--- config.mk ---
export PLATFORM = sky130hd
export DESIGN_NAME = matmul_ctrl_part2_flat
export DESIGN_NICKNAME = d
export VERILOG_FILES = /design/src/rtl/matmul_ctrl_part2_pkg.sv /design/src/rtl/matmul_ctrl_part2_if.sv /design/src/rtl/matmul_ctrl_part2.sv /design/src/flat_wrapper.sv
export SDC_FILE = /design/constraint.sdc
export NUM_CORES = 1
export LEC_CHECK = 0
export BUFFER_PORTS_ARGS = -buffer_cell sky130_fd_sc_hd__buf_4
export CAP_MARGIN = 10
export CORE_MARGIN = 2
export CORE_UTILIZATION = 28
export CTS_BUF_LIST = sky130_fd_sc_hd__clkbuf_8 sky130_fd_sc_hd__clkbuf_16
export CTS_CLUSTER_SIZE = 25
export DETAILED_ROUTE_END_ITERATION = 7
export PLACE_DENSITY = 0.57
export SLEW_MARGIN = 10
export SYNTH_ARGS = -nofsm -noshare
export SYNTH_HDL_FRONTEND = slang
export SYNTH_SLANG_ARGS = --single-unit
export TNS_END_PERCENT = 100
--- constraint.sdc ---
create_clock -name clk -period 4.1 [get_ports clk]
set_input_delay 0.615 -clock clk [delete_from_list [all_inputs] [get_ports clk]]
set_output_delay 0.615 -clock clk [all_outputs]
set_load 0.01 [all_outputs]
--- src/rtl/matmul_ctrl_part2_pkg.sv ---
// Shared types and constants for the 3x3 matrix-vector controller.
// FSM state encoding plus default sizing of the datapath.
package matmul_pkg_part2;

    typedef enum logic [2:0] {
        LOAD_W,
        LOAD_X,
        CLEAR,
        MAC,
        OUT
    } ctrl_state_t;

    localparam int N_DEF  = 3;
    localparam int DATA_W = 14;
    localparam int ACC_W  = 28;

endpackage

--- src/rtl/matmul_ctrl_part2_if.sv ---
// Handshake and datapath-control bundle of the matmul controller.
// Optional keep_w input exists only when MATMUL_KEEP_W_EN is defined.
interface matmul_ctrl_part2_if #(
    parameter int ADDR_X_W = 2,
    parameter int ADDR_W_W = 4
);

    logic                in_valid;
    logic                in_ready;
    logic                out_ready;
    logic                out_valid;
    logic [ADDR_X_W-1:0] out_row;
    logic                busy;
    logic [ADDR_X_W-1:0] addr_x;
    logic                wr_en_x;
    logic [ADDR_W_W-1:0] addr_w;
    logic                wr_en_w;
    logic                clear_acc;
    logic                en_acc;
`ifdef MATMUL_KEEP_W_EN
    logic                keep_w;
`endif

    modport master (
`ifdef MATMUL_KEEP_W_EN
        input  keep_w,
`endif
        input  in_valid,
        input  out_ready,
        output in_ready,
        output out_valid,
        output out_row,
        output busy,
        output addr_x,
        output wr_en_x,
        output addr_w,
        output wr_en_w,
        output clear_acc,
        output en_acc
    );

    modport slave (
`ifdef MATMUL_KEEP_W_EN
        output keep_w,
`endif
        output in_valid,
        output out_ready,
        input  in_ready,
        input  out_valid,
        input  out_row,
        input  busy,
        input  addr_x,
        input  wr_en_x,
        input  addr_w,
        input  wr_en_w,
        input  clear_acc,
        input  en_acc
    );

endinterface

--- src/rtl/matmul_ctrl_part2.sv ---
// Sequencer for the NxN matrix-vector datapath: load W, load X, clear+MAC per row.
// Define MATMUL_KEEP_W_EN to add keep_w, letting a job reuse the stored weights.
module matmul_ctrl_part2
    import matmul_pkg_part2::*;
#(
    parameter int N        = N_DEF,
    parameter int ADDR_X_W = 2,
    parameter int ADDR_W_W = 4
) (
    input logic                 clk,
    input logic                 rst,
    matmul_ctrl_part2_if.master bus
);

    localparam logic [ADDR_W_W-1:0] W_LAST   = ADDR_W_W'(N*N-1);
    localparam logic [ADDR_W_W-1:0] X_LAST   = ADDR_W_W'(N-1);
    localparam logic [ADDR_X_W-1:0] IDX_LAST = ADDR_X_W'(N-1);
    localparam logic [ADDR_W_W-1:0] N_STEP   = ADDR_W_W'(N);

    ctrl_state_t         state;
    ctrl_state_t         state_nxt;
    logic [ADDR_W_W-1:0] cnt;
    logic [ADDR_X_W-1:0] row;
    logic [ADDR_X_W-1:0] k;
    logic [ADDR_W_W-1:0] row_base;
    logic                in_fire;
    logic                out_fire;
    logic                idle;

    assign in_fire  = bus.in_valid && !rst &&
                      (state == LOAD_W || state == LOAD_X);
    assign out_fire = bus.out_ready && !rst && (state == OUT);

`ifdef MATMUL_KEEP_W_EN
    logic kept;
    assign idle = (state == LOAD_W && cnt == '0) ||
                  (state == LOAD_X && cnt == '0 && kept);
`else
    assign idle = (state == LOAD_W && cnt == '0);
`endif

    assign bus.busy = !idle;

    // State register.
    always_ff @(posedge clk) begin
        if (rst) state <= LOAD_W;
        else     state <= state_nxt;
    end

    // Next-state decode driven by the two handshakes and the counters.
    always_comb begin
        state_nxt = state;
        unique case (state)
            LOAD_W: if (in_fire && cnt == W_LAST) state_nxt = LOAD_X;
            LOAD_X: if (in_fire && cnt == X_LAST) state_nxt = CLEAR;
            CLEAR:  state_nxt = MAC;
            MAC:    if (k == IDX_LAST) state_nxt = OUT;
            OUT: begin
                if (out_fire) begin
                    if (row != IDX_LAST) begin
                        state_nxt = CLEAR;
                    end else begin
`ifdef MATMUL_KEEP_W_EN
                        state_nxt = bus.keep_w ? LOAD_X : LOAD_W;
`else
                        state_nxt = LOAD_W;
`endif
                    end
                end
            end
            default: state_nxt = LOAD_W;
        endcase
    end

    // Element, row and column counters; row_base tracks N*row incrementally.
    always_ff @(posedge clk) begin
        if (rst) begin
            cnt      <= '0;
            row      <= '0;
            k        <= '0;
            row_base <= '0;
`ifdef MATMUL_KEEP_W_EN
            kept     <= 1'b0;
`endif
        end else begin
            unique case (state)
                LOAD_W: begin
                    if (in_fire) cnt <= (cnt == W_LAST) ? '0 : cnt + 1'b1;
                end
                LOAD_X: begin
                    if (in_fire) begin
`ifdef MATMUL_KEEP_W_EN
                        kept <= 1'b0;
`endif
                        if (cnt == X_LAST) begin
                            cnt      <= '0;
                            row      <= '0;
                            row_base <= '0;
                        end else begin
                            cnt <= cnt + 1'b1;
                        end
                    end
                end
                CLEAR: k <= '0;
                MAC:   k <= (k == IDX_LAST) ? '0 : k + 1'b1;
                OUT: begin
                    if (out_fire) begin
                        if (row != IDX_LAST) begin
                            row      <= row + 1'b1;
                            row_base <= row_base + N_STEP;
                        end else begin
                            row      <= '0;
                            row_base <= '0;
                            cnt      <= '0;
`ifdef MATMUL_KEEP_W_EN
                            kept     <= bus.keep_w;
`endif
                        end
                    end
                end
                default: cnt <= '0;
            endcase
        end
    end

    // Per-state datapath controls; reset forces an accumulator clear only.
    always_comb begin
        bus.in_ready  = 1'b0;
        bus.wr_en_w   = 1'b0;
        bus.wr_en_x   = 1'b0;
        bus.addr_w    = '0;
        bus.addr_x    = '0;
        bus.clear_acc = 1'b0;
        bus.en_acc    = 1'b0;
        bus.out_valid = 1'b0;
        bus.out_row   = '0;
        if (rst) begin
            bus.clear_acc = 1'b1;
        end else begin
            unique case (state)
                LOAD_W: begin
                    bus.in_ready = 1'b1;
                    bus.addr_w   = cnt;
                    bus.wr_en_w  = bus.in_valid;
                end
                LOAD_X: begin
                    bus.in_ready = 1'b1;
                    bus.addr_x   = cnt[ADDR_X_W-1:0];
                    bus.wr_en_x  = bus.in_valid;
                end
                CLEAR: bus.clear_acc = 1'b1;
                MAC: begin
                    bus.en_acc = 1'b1;
                    bus.addr_x = k;
                    bus.addr_w = row_base + ADDR_W_W'(k);
                end
                OUT: begin
                    bus.out_valid = 1'b1;
                    bus.out_row   = row;
                end
                default: bus.in_ready = 1'b0;
            endcase
        end
    end

endmodule

--- src/flat_wrapper.sv ---
// flat-port wrapper written by rule: the top's interface ports become plain ports
module matmul_ctrl_part2_flat import matmul_pkg_part2::*;
#(
    parameter int N        = N_DEF,
    parameter int ADDR_X_W = 2,
    parameter int ADDR_W_W = 4
)
  (clk, rst, bus_in_valid, bus_out_ready, bus_in_ready, bus_out_valid, bus_out_row, bus_busy, bus_addr_x, bus_wr_en_x, bus_addr_w, bus_wr_en_w, bus_clear_acc, bus_en_acc);
  matmul_ctrl_part2_if #(.ADDR_X_W(ADDR_X_W), .ADDR_W_W(ADDR_W_W)) bus_i ();
  input logic clk;
  input logic rst;
  input wire logic [$bits(bus_i.in_valid)-1:0] bus_in_valid;
  input wire logic [$bits(bus_i.out_ready)-1:0] bus_out_ready;
  output wire logic [$bits(bus_i.in_ready)-1:0] bus_in_ready;
  output wire logic [$bits(bus_i.out_valid)-1:0] bus_out_valid;
  output wire logic [$bits(bus_i.out_row)-1:0] bus_out_row;
  output wire logic [$bits(bus_i.busy)-1:0] bus_busy;
  output wire logic [$bits(bus_i.addr_x)-1:0] bus_addr_x;
  output wire logic [$bits(bus_i.wr_en_x)-1:0] bus_wr_en_x;
  output wire logic [$bits(bus_i.addr_w)-1:0] bus_addr_w;
  output wire logic [$bits(bus_i.wr_en_w)-1:0] bus_wr_en_w;
  output wire logic [$bits(bus_i.clear_acc)-1:0] bus_clear_acc;
  output wire logic [$bits(bus_i.en_acc)-1:0] bus_en_acc;
  assign bus_i.in_valid = bus_in_valid;
  assign bus_i.out_ready = bus_out_ready;
  assign bus_in_ready = bus_i.in_ready;
  assign bus_out_valid = bus_i.out_valid;
  assign bus_out_row = bus_i.out_row;
  assign bus_busy = bus_i.busy;
  assign bus_addr_x = bus_i.addr_x;
  assign bus_wr_en_x = bus_i.wr_en_x;
  assign bus_addr_w = bus_i.addr_w;
  assign bus_wr_en_w = bus_i.wr_en_w;
  assign bus_clear_acc = bus_i.clear_acc;
  assign bus_en_acc = bus_i.en_acc;
  matmul_ctrl_part2 #(.N(N), .ADDR_X_W(ADDR_X_W), .ADDR_W_W(ADDR_W_W)) u_core (.clk(clk), .rst(rst), .bus(bus_i));
endmodule
### Yosys cells after proc, flatten, opt, wreduce, memory -nomap -nowiden

Cells that the tools add are included.

* reductions and logical operators: 19
* mux-type cells: 43
* add/subtract/negate cells: 5
* bitwise logic cells: 1
* equal/unequal tests: 16

Operator list (count)
* $mux W4: 11
* $mux W2: 9
* $pmux W4 S2: 2
* $pmux W4 S4: 1
* $pmux W3 S5: 1
* $mux W1: 12
* $mux W3: 4
* $pmux W2 S2: 3
* $ne A2 B2 Y1 const B: 5
* $ne A2 B1 Y1 const B: 4
* $reduce_and A4 Y1: 2
* $logic_and A1 B1 Y1: 7
* $eq A3 B2 Y1 const B: 2
* $reduce_and A5 Y1: 1
* $add A2 B1 Y2 const B: 2
* $add A4 B1 Y4 const B: 1
* $add A4 B2 Y4: 1
* $add A4 B2 Y4 const B: 1
* $eq A4 B2 Y1 const B: 1
* $eq A4 B4 Y1 const B: 1
* $logic_not A4 Y1: 1
* $reduce_bool A2 Y1: 2
* $reduce_or A2 Y1: 2
* $eq A3 B1 Y1 const B: 1
* 6 further kinds: 7

* flip-flop bits (word level): 15
* output and inout port bits: 15
* word-level logic and storage cells: 89
* input bits: 4

### Logic depth before layout (Yosys ltp)

Gate-level depths: netlist of the first run.

* depth after elaboration: 6
* depth in mapped cells: 7
* mapped depth without buffers: 7

### Least setup slack after synthesis of the first run

Ideal clock, no wire load.

* path type: input -> output
* from: input port rst
* to: output port bus_addr_w[3]
* path slack: 1870 ps
* required time: 3485 ps
* arrival: 1615 ps
* buffers on the path: 2
* stages: 5
* cells stage by stage: buf_2 -> or2_2 -> clkbuf_1 -> nor2_1 -> a32o_1

* cells in the longest elaborated chain, start to end: 1

RTL lines
* start: declaration: RTL line flat_wrapper.sv:11 `input logic rst;`
* $mux W4: RTL line matmul_ctrl_part2.sv:137 `if (rst) begin`
* end: declaration: RTL line flat_wrapper.sv:20 `output wire logic [$bits(bus_i.addr_w)-1:0] bus_addr_w;`

Every way passes these cells.

### Final worst setup path of the first run

* from: register u_core.k[0]
* to: output port bus_addr_w[2]

* cells in the longest elaborated chain, start to end: 3

RTL lines
* start: declaration: RTL line matmul_ctrl_part2.sv:24 `logic [ADDR_X_W-1:0] k;`
* start signal: assignment: RTL line matmul_ctrl_part2.sv:105 `MAC: k <= (k == IDX_LAST) ? '0 : k + 1'b1;`
* $add A4 B2 Y4: RTL line matmul_ctrl_part2.sv:155 `bus.addr_w = row_base + ADDR_W_W'(k);`
* $pmux W4 S2: RTL line matmul_ctrl_part2.sv:140 `unique case (state)`
* $mux W4: RTL line matmul_ctrl_part2.sv:137

Every way passes these cells.

==> results of run 1 <==
-- layout by cell type (no fill, tap or decap), types with 2 or more instances in the layout --
cell / synthesis / routed
sky130_fd_sc_hd__a31oi_1: 2 / 2
sky130_fd_sc_hd__a211o_1: 2 / 2
sky130_fd_sc_hd__and2b_2: 2 / 2
sky130_fd_sc_hd__and3_1: 6 / 6
sky130_fd_sc_hd__o22ai_1: 3 / 3
sky130_fd_sc_hd__inv_1: 8 / 8
sky130_fd_sc_hd__o31ai_1: 2 / 2
sky130_fd_sc_hd__nand3b_1: 4 / 4
sky130_fd_sc_hd__buf_4: 1 / 18
sky130_fd_sc_hd__mux2i_1: 4 / 4
sky130_fd_sc_hd__nand2_1: 9 / 9
sky130_fd_sc_hd__nor3_1: 4 / 4
sky130_fd_sc_hd__nor2_1: 20 / 20
sky130_fd_sc_hd__ha_1: 6 / 6
sky130_fd_sc_hd__a21o_1: 2 / 2
sky130_fd_sc_hd__a21oi_1: 3 / 3
sky130_fd_sc_hd__nand2b_1: 5 / 5
sky130_fd_sc_hd__nand3_1: 9 / 9
sky130_fd_sc_hd__clkbuf_8: 0 / 3
sky130_fd_sc_hd__a22o_1: 2 / 2
sky130_fd_sc_hd__nor3b_1: 2 / 2
sky130_fd_sc_hd__dfxtp_1: 15 / 15
sky130_fd_sc_hd__o21ai_0: 2 / 2
sky130_fd_sc_hd__a31o_2: 2 / 2
-- final timing paths --
check | from | endpoint | slack (ns) | cells after the start
setup / recovery | u_core.k[0] | bus_addr_w[2] | 1.61 | 8
hold / removal | u_core.row_base[1] | u_core.row_base[1] | 0.49 | 2
setup reg to reg | u_core.state[0] | u_core.row_base[2] | 2.12 | 4
hold reg to reg | u_core.row_base[1] | u_core.row_base[1] | 0.49 | 2
-- metal layers --
metal | track usage | vias to the layer above | part of all wire
met2 | 0.194 | 29 | 0.44
li1 | - | 549 | -
met5 | 0 | - | 0
met1 | 0.175 | 504 | 0.49
met4 | 0.0564 | 0 | 0.010
met3 | 0.0260 | 4 | 0.065
-- power by group --
part	switching, W	internal (W)
sequential	0.0000312	0.000157
combinational	0.0000747	0.0000685
clock	0.0000527	0.0000673
-- state kept, by name, summed over array words and instances (netlist names) --
register         count
u_core.row           2
u_core.k             2
u_core.row_base      4
u_core.state         3
u_core.cnt           4
-- worst max-delay path, cell delays in order, from the launching register on --
cell and delay [ns]:
sky130_fd_sc_hd__dfxtp_1 0.45, sky130_fd_sc_hd__ha_1 0.22, sky130_fd_sc_hd__inv_1 0.05, sky130_fd_sc_hd__fa_1 0.37
sky130_fd_sc_hd__xor2_1 0.15, sky130_fd_sc_hd__nor2_1 0.09, sky130_fd_sc_hd__a21oi_1 0.05, sky130_fd_sc_hd__nor2_1 0.11
sky130_fd_sc_hd__buf_4 0.13
-- layout make-up --
type,instances,area [sq um]
inverters,8,30.0
clock buffers,3,41.3
fillers,427,2680
repair buffers,18,135
well taps,50,62.6
clock inverters,1,5.00
multi-input cells,113,778
flip-flops and latches,15,300
-- kinds of logic (layout without fill, tap and decap cells) --
logic type | count (synthesis) | count (layout)
AND/OR/NAND/NOR | 71 | 71
flip-flops | 15 | 15
multiplexers | 4 | 4
adder cells (fa/ha/maj) | 7 | 7
XOR/XNOR | 2 | 2
AO/OA/AOI/OAI | 29 | 29
buffers and inverters | 16 | 30
-- through the flow --
step,instances,util
global placement,204,0.324
finish,208,0.336
floorplan,144,-
CTS,208,0.336
global route,208,0.336
detailed placement,204,0.324
==> run_results.csv, run 1 <==
group,metric,value,unit
run_status,run_status,"finished clean",
sta,setup-tns-final,0,ns
logic_synthesis,synth_top_family_by_area,"simple AND/OR/NAND/NOR gates",
logic_synthesis,postSynthNetCount,155,
clock_tree,cts_num_sinks,15,
sta,timing.final.ws_setup,1.61,ns
global_routing,antenna_found_initial,0,
sta,post-route-period-util,0.607,
sta,achievable-frequency,402,MHz
drt,via_count,1086,
sta,maxSlewViolCount,0,
logic_synthesis,synth_mux_area_frac,0.0340,
logic_synthesis,ys_types,49,
clock_tree,ctsHoldBuffers,0,
sta,final.hold.worst_slack,0.494,ns
drt,route.final.wire_length,2.78,mm
floorplanning,initial_core_util,0.292,
critical_path,kind_of_end_point_of_the_critical_path,"output pin",
sta,timing_hold_violations_final,0,
logic_synthesis,synth_top_cells_by_area,"sky130_fd_sc_hd__dfxtp_1 26%, sky130_fd_sc_hd__ha_1 6.4%, sky130_fd_sc_hd__nor2_1 6.4%",
placement,numPortBuffers,18,
drt,count_of_tritonroute_iterations_in_the_first_routing_pass,4,
drt,wire_per_inst,13.4,microns
logic_synthesis,yosysWarnings,0,
critical_path,cp_class,"reg -> out",
global_routing,maximum_number_of_pins_on_one_net_before_global_route_repair,21,
critical_path,worst-path-max-fanout,5,
placement,post-dp-hpwl,2.19,mm
logic_synthesis,ys_ff_latch,15,
global_routing,grt_first_pass_wirelength,4.47,mm
floorplanning,rows,23,
floorplanning,die_h,68.8,microns
logic_synthesis,async_reset_ff_frac,0,
clock_tree,numCtsBuffers,3,
floorplanning,die_area,4740,sq um
finish,finish.net_count,170,
pwr,total_power,0.000452,W
drt,detailedRoute.firstIterationViolations,73,
placement,post-place-ws,1.85,ns
placement,finalWeightedCongestion,0.826,
finish,antenna_cells_inserted,0,
logic_synthesis,most_instantiated_library_cell_after_synthesis,"sky130_fd_sc_hd__nor2_1",
global_routing,vias_in_the_first_global_route,971,
logic_synthesis,seq_area_frac_synth,0.255,
drt,drtAntennaViolNets,0,
floorplanning,design.portCount,19,
clock_tree,ctsResizeCount,0,
logic_synthesis,synth-xor-area-share,0.0149,
logic_synthesis,synth_area_leader_cell,"sky130_fd_sc_hd__dfxtp_1",
placement,place_area,1310,sq um
sta,finalCriticalPeriod,2.49,ns
floorplanning,placeableCoreArea,4030,sq um
sta,worstMarginPinSlew,0.589,ns
clock_tree,cts_buffer_depth,2,
logic_synthesis,synth_compound_gate_area_share,0.193,
logic_synthesis,syn-mean-instance-area,8.18,sq um
finish,area_growth_syn_to_layout,14.9,%
clock_tree,cts_htree_levels,1,
sta,setup_repair_after_global_routing_missed_its_margin,"false",
global_routing,grt.total_usage,0.128,
clock_tree,post-cts-setup-buffers,0,
sta,timing.max_slew.rel_slack,0.607,
min_path,hold_class,"reg -> reg",
global_routing,grt.overflow.total,0,
clock_tree,clkSlewWorstSetupHoldPaths,0.07,ns
logic_synthesis,synth_largest_type_area_fraction,0.255,
drt,drc_errors,0,
sta,setup_viol,0,
clock_tree,root_buffer,"sky130_fd_sc_hd__clkbuf_8",
logic_synthesis,synth_adder_area_share,0.0808,
logic_synthesis,synth-edff-count,0,
critical_path,worst_path_required,3.48,ns
floorplanning,die-width,68.8,microns
logic_synthesis,netlist_instances,144,
finish,final_design_area_no_fill,1350,sq um
logic_synthesis,netlist_area,1180,sq um
logic_synthesis,post_synth_and_or_nand_nor_area_fraction,0.338,
flow_run,timing.max_cap.violations,0,
drt,viasPerCell,5.22,
logic_synthesis,ranking_of_synthesized_cells_by_instance_count,"20 x sky130_fd_sc_hd__nor2_1, 15 x sky130_fd_sc_hd__dfxtp_1, 9 x sky130_fd_sc_hd__nand2_1, 9 x sky130_fd_sc_hd__nand3_1, 8 x sky130_fd_sc_hd__inv_1",
clock_tree,clock_latency,0.25,ns
pwr,leakage,0.562,nW
clock_tree,cts_tree,"built",
pwr,p_per_area,334,nW/um^2
pwr,vdd_drop_max,195,uV
logic_synthesis,synth-main-ff-cell,"sky130_fd_sc_hd__dfxtp_1",
finish,final_layout_size_suffix_gt1_frac,0.209,
sta,timing.clock.skew,0.00592,ns
critical_path,worst_ep_arrival_time,1.87,ns
critical_path,worst_setup_path_start_kind,"flip-flop",
Power figures use the tool's default switching activity.
==> inputs of run 2 (changes only) <==
ABC_AREA = 1   (was unset)
clock period = 2.45 ns   (was 4.1 ns; I/O delays follow)
==> run_results.csv, run 2 <==
group,metric,value,unit
critical_path,worst_path_required,2.08,ns
drt,count_of_tritonroute_iterations_in_the_first_routing_pass,4,
critical_path,r2r_start,"u_core.cnt[0]",
critical_path,flop_to_flop_setup_slack,0.92,ns
logic_synthesis,seq_area_frac_synth,0.233,
drt,route.final.wire_length,3.17,mm
logic_synthesis,synth-edff-count,0,
logic_synthesis,synth-xor-area-share,0.0204,
drt,wire_per_inst,11.4,microns
drt,drc_errors,0,
logic_synthesis,synth_top_family_by_area,"simple AND/OR/NAND/NOR gates",
critical_path,r2r_cells,10,
sta,setup_repair_after_global_routing_missed_its_margin,"false",
critical_path,worst_ep_arrival_time,1.70,ns
global_routing,grt_first_pass_wirelength,5.46,mm
logic_synthesis,ys_ff_latch,15,
critical_path,worst_setup_path_start_kind,"flip-flop",
logic_synthesis,postSynthNetCount,219,
finish,final_layout_size_suffix_gt1_frac,0.177,
logic_synthesis,synth_top_cells_by_area,"sky130_fd_sc_hd__dfxtp_1 23%, sky130_fd_sc_hd__nand2_1 15%, sky130_fd_sc_hd__nor2_1 10%",
sta,post-route-period-util,0.845,
clock_tree,numCtsBuffers,3,
clock_tree,cts_tree,"built",
clock_tree,cts_htree_levels,1,
sta,timing_hold_violations_final,0,
critical_path,cp_class,"reg -> out",
floorplanning,die_area,5160,sq um
global_routing,maximum_number_of_pins_on_one_net_before_global_route_repair,16,
floorplanning,design.portCount,19,
finish,most-common-layout-cells,"50 x sky130_fd_sc_hd__nand2_1, 36 x sky130_fd_sc_hd__nor2_1, 29 x sky130_fd_sc_hd__inv_1, 19 x sky130_fd_sc_hd__buf_4, 18 x sky130_fd_sc_hd__nand3_1",
logic_synthesis,ranking_of_synthesized_cells_by_instance_count,"50 x sky130_fd_sc_hd__nand2_1, 36 x sky130_fd_sc_hd__nor2_1, 29 x sky130_fd_sc_hd__inv_1",
logic_synthesis,yosysWarnings,0,
logic_synthesis,netlist_instances,208,
run_status,run_status,"finished clean",
clock_tree,clkSlewWorstSetupHoldPaths,0.07,ns
global_routing,grt.total_usage,0.134,
logic_synthesis,syn-mean-instance-area,6.20,sq um
logic_synthesis,async_reset_ff_frac,0,
logic_synthesis,post_synth_and_or_nand_nor_area_fraction,0.435,
clock_tree,ctsHoldBuffers,0,
finish,mostFrequentLayoutCell,"sky130_fd_sc_hd__nand2_1",
min_path,hold_class,"in -> reg",
logic_synthesis,synth_largest_type_area_fraction,0.233,
clock_tree,cts_buffer_depth,2,
clock_tree,clock_latency,0.25,ns
placement,post-dp-hpwl,2.45,mm
pwr,leakage,0.764,nW
logic_synthesis,synth_adder_area_share,0.0738,
clock_tree,cts_num_sinks,15,
global_routing,grt.overflow.total,0,
logic_synthesis,synth_mux_area_frac,0,
floorplanning,die-width,71.8,microns
floorplanning,initial_core_util,0.294,
floorplanning,placeableCoreArea,4380,sq um
finish,layoutNonFillerInstCount,278,
critical_path,kind_of_end_point_of_the_critical_path,"output pin",
logic_synthesis,synth_compound_gate_area_share,0.107,
finish,layout_top_registers,"u_core.cnt x4, u_core.row_base x4, u_core.state x3",
logic_synthesis,ys_types,27,
placement,placedCellCount,274,
sta,setup_viol,0,
sta,maxSlewViolCount,0,
placement,finalWeightedCongestion,0.847,
clock_tree,root_buffer,"sky130_fd_sc_hd__clkbuf_8",
finish,num-fill-cells,510,
drt,via_count,1302,
placement,numPortBuffers,18,
drt,drtAntennaViolNets,0,
logic_synthesis,most_instantiated_library_cell_after_synthesis,"sky130_fd_sc_hd__nand2_1",
min_path,worst_hold_path.endpoint,"u_core.cnt[3]",
floorplanning,die_h,71.8,microns
finish,antenna_cells_inserted,0,
clock_tree,ctsResizeCount,0,
clock_tree,post-cts-setup-buffers,0,
finish,finish.net_count,238,
finish,area_growth_syn_to_layout,16.4,%
flow_run,timing.max_cap.violations,0,
sta,achievable-frequency,483,MHz
global_routing,vias_in_the_first_global_route,1193,
sta,worstMarginPinSlew,0.435,ns
global_routing,antenna_found_initial,0,
pwr,p_per_area,1200,nW/um^2
logic_synthesis,synth_area_leader_cell,"sky130_fd_sc_hd__dfxtp_1",
critical_path,worst-path-max-fanout,5,
min_path,min_from,"rst",
floorplanning,rows,24,
sta,finalCriticalPeriod,2.07,ns
logic_synthesis,netlist_area,1290,sq um
sta,timing.clock.skew,0.00273,ns
min_path,holdPathStages,2,
sta,setup-tns-final,0,ns
sta,timing.max_slew.rel_slack,0.710,
logic_synthesis,synth-main-ff-cell,"sky130_fd_sc_hd__dfxtp_1",
critical_path,worstReg2RegEnd,"u_core.state[2]",
pwr,vdd_drop_max,390,uV
drt,detailedRoute.firstIterationViolations,29,
drt,viasPerCell,4.68,
-- run 2: metrics by stage --
step | utilization | setup slack [ns] | total power, W | hold WS, ns | area, sq um
after floorplan | - | 0.705 | 0.00134 | 0.467 | 1290
after global placement | 0.332 | 0.660 | 0.00160 | 0.488 | 1450
after detailed placement | 0.332 | 0.640 | 0.00160 | 0.497 | 1450
after CTS | 0.342 | 0.361 | 0.00182 | 0.404 | 1500
after global routing | 0.342 | 0.246 | 0.00200 | 0.419 | 1500
final | 0.342 | 0.380 | 0.00180 | 0.407 | 1500
-- run 2: routing by layer --
| metal | global-route usage | routed length, microns | up-vias |
|---|---|---|---|
| li1 | - | - | 689 |
| met1 | 0.180 | 1560 | 582 |
| met2 | 0.202 | 1400 | 27 |
| met3 | 0.0422 | 168 | 4 |
| met4 | 0.0461 | 41 | 0 |
| met5 | 0 | 0 | - |
-- run 2: layout make-up --
type                            instances  area [sq um]  area share
Clock buffer                            3          41.3      0.0275
Tap cell                               52          65.1      0.0434
Clock inverter                          1          5.00     0.00334
Multi-Input combinational cell        155           820       0.546
Sequential cell                        15           300       0.200
Timing Repair Buffer                   19           143      0.0951
Inverter                               33           126      0.0842
-- run 2: kinds of logic after synthesis --
family	Yosys count
and+or+nand+nor	122
buffers and inverters	38
AOI/OAI and AO/OA	23
DFF	15
adders and majority gates	7
xor gates and xnor gates	3
-- run 2: worst max path at each step --
stage / start / end / slack [ns]
CTS: u_core.k[0] / bus_addr_w[2] / 0.36
global placement: u_core.k[0] / bus_addr_w[2] / 0.66
floorplan: u_core.k[0] / bus_addr_w[2] / 0.71
detailed placement: u_core.k[0] / bus_addr_w[2] / 0.64
finish: u_core.k[0] / bus_addr_w[2] / 0.38
global route: u_core.state[0] / bus_addr_w[3] / 0.25
-- run 2: power breakdown --
group	switching [W]	internal, W	total (W)
sequential	0.000118	0.000310	0.000427
combinational	0.000756	0.000409	0.00116
clock	0.0000992	0.000113	0.000212
total	0.000973	0.000832	0.00180
-- run 2: critical path, cell delays in order (launching register included) --
cell and delay, ns:
sky130_fd_sc_hd__dfxtp_1 0.40, sky130_fd_sc_hd__ha_1 0.19, sky130_fd_sc_hd__inv_1 0.05, sky130_fd_sc_hd__fa_1 0.37, sky130_fd_sc_hd__xor2_1 0.14, sky130_fd_sc_hd__o21ai_0 0.16, sky130_fd_sc_hd__buf_4 0.14
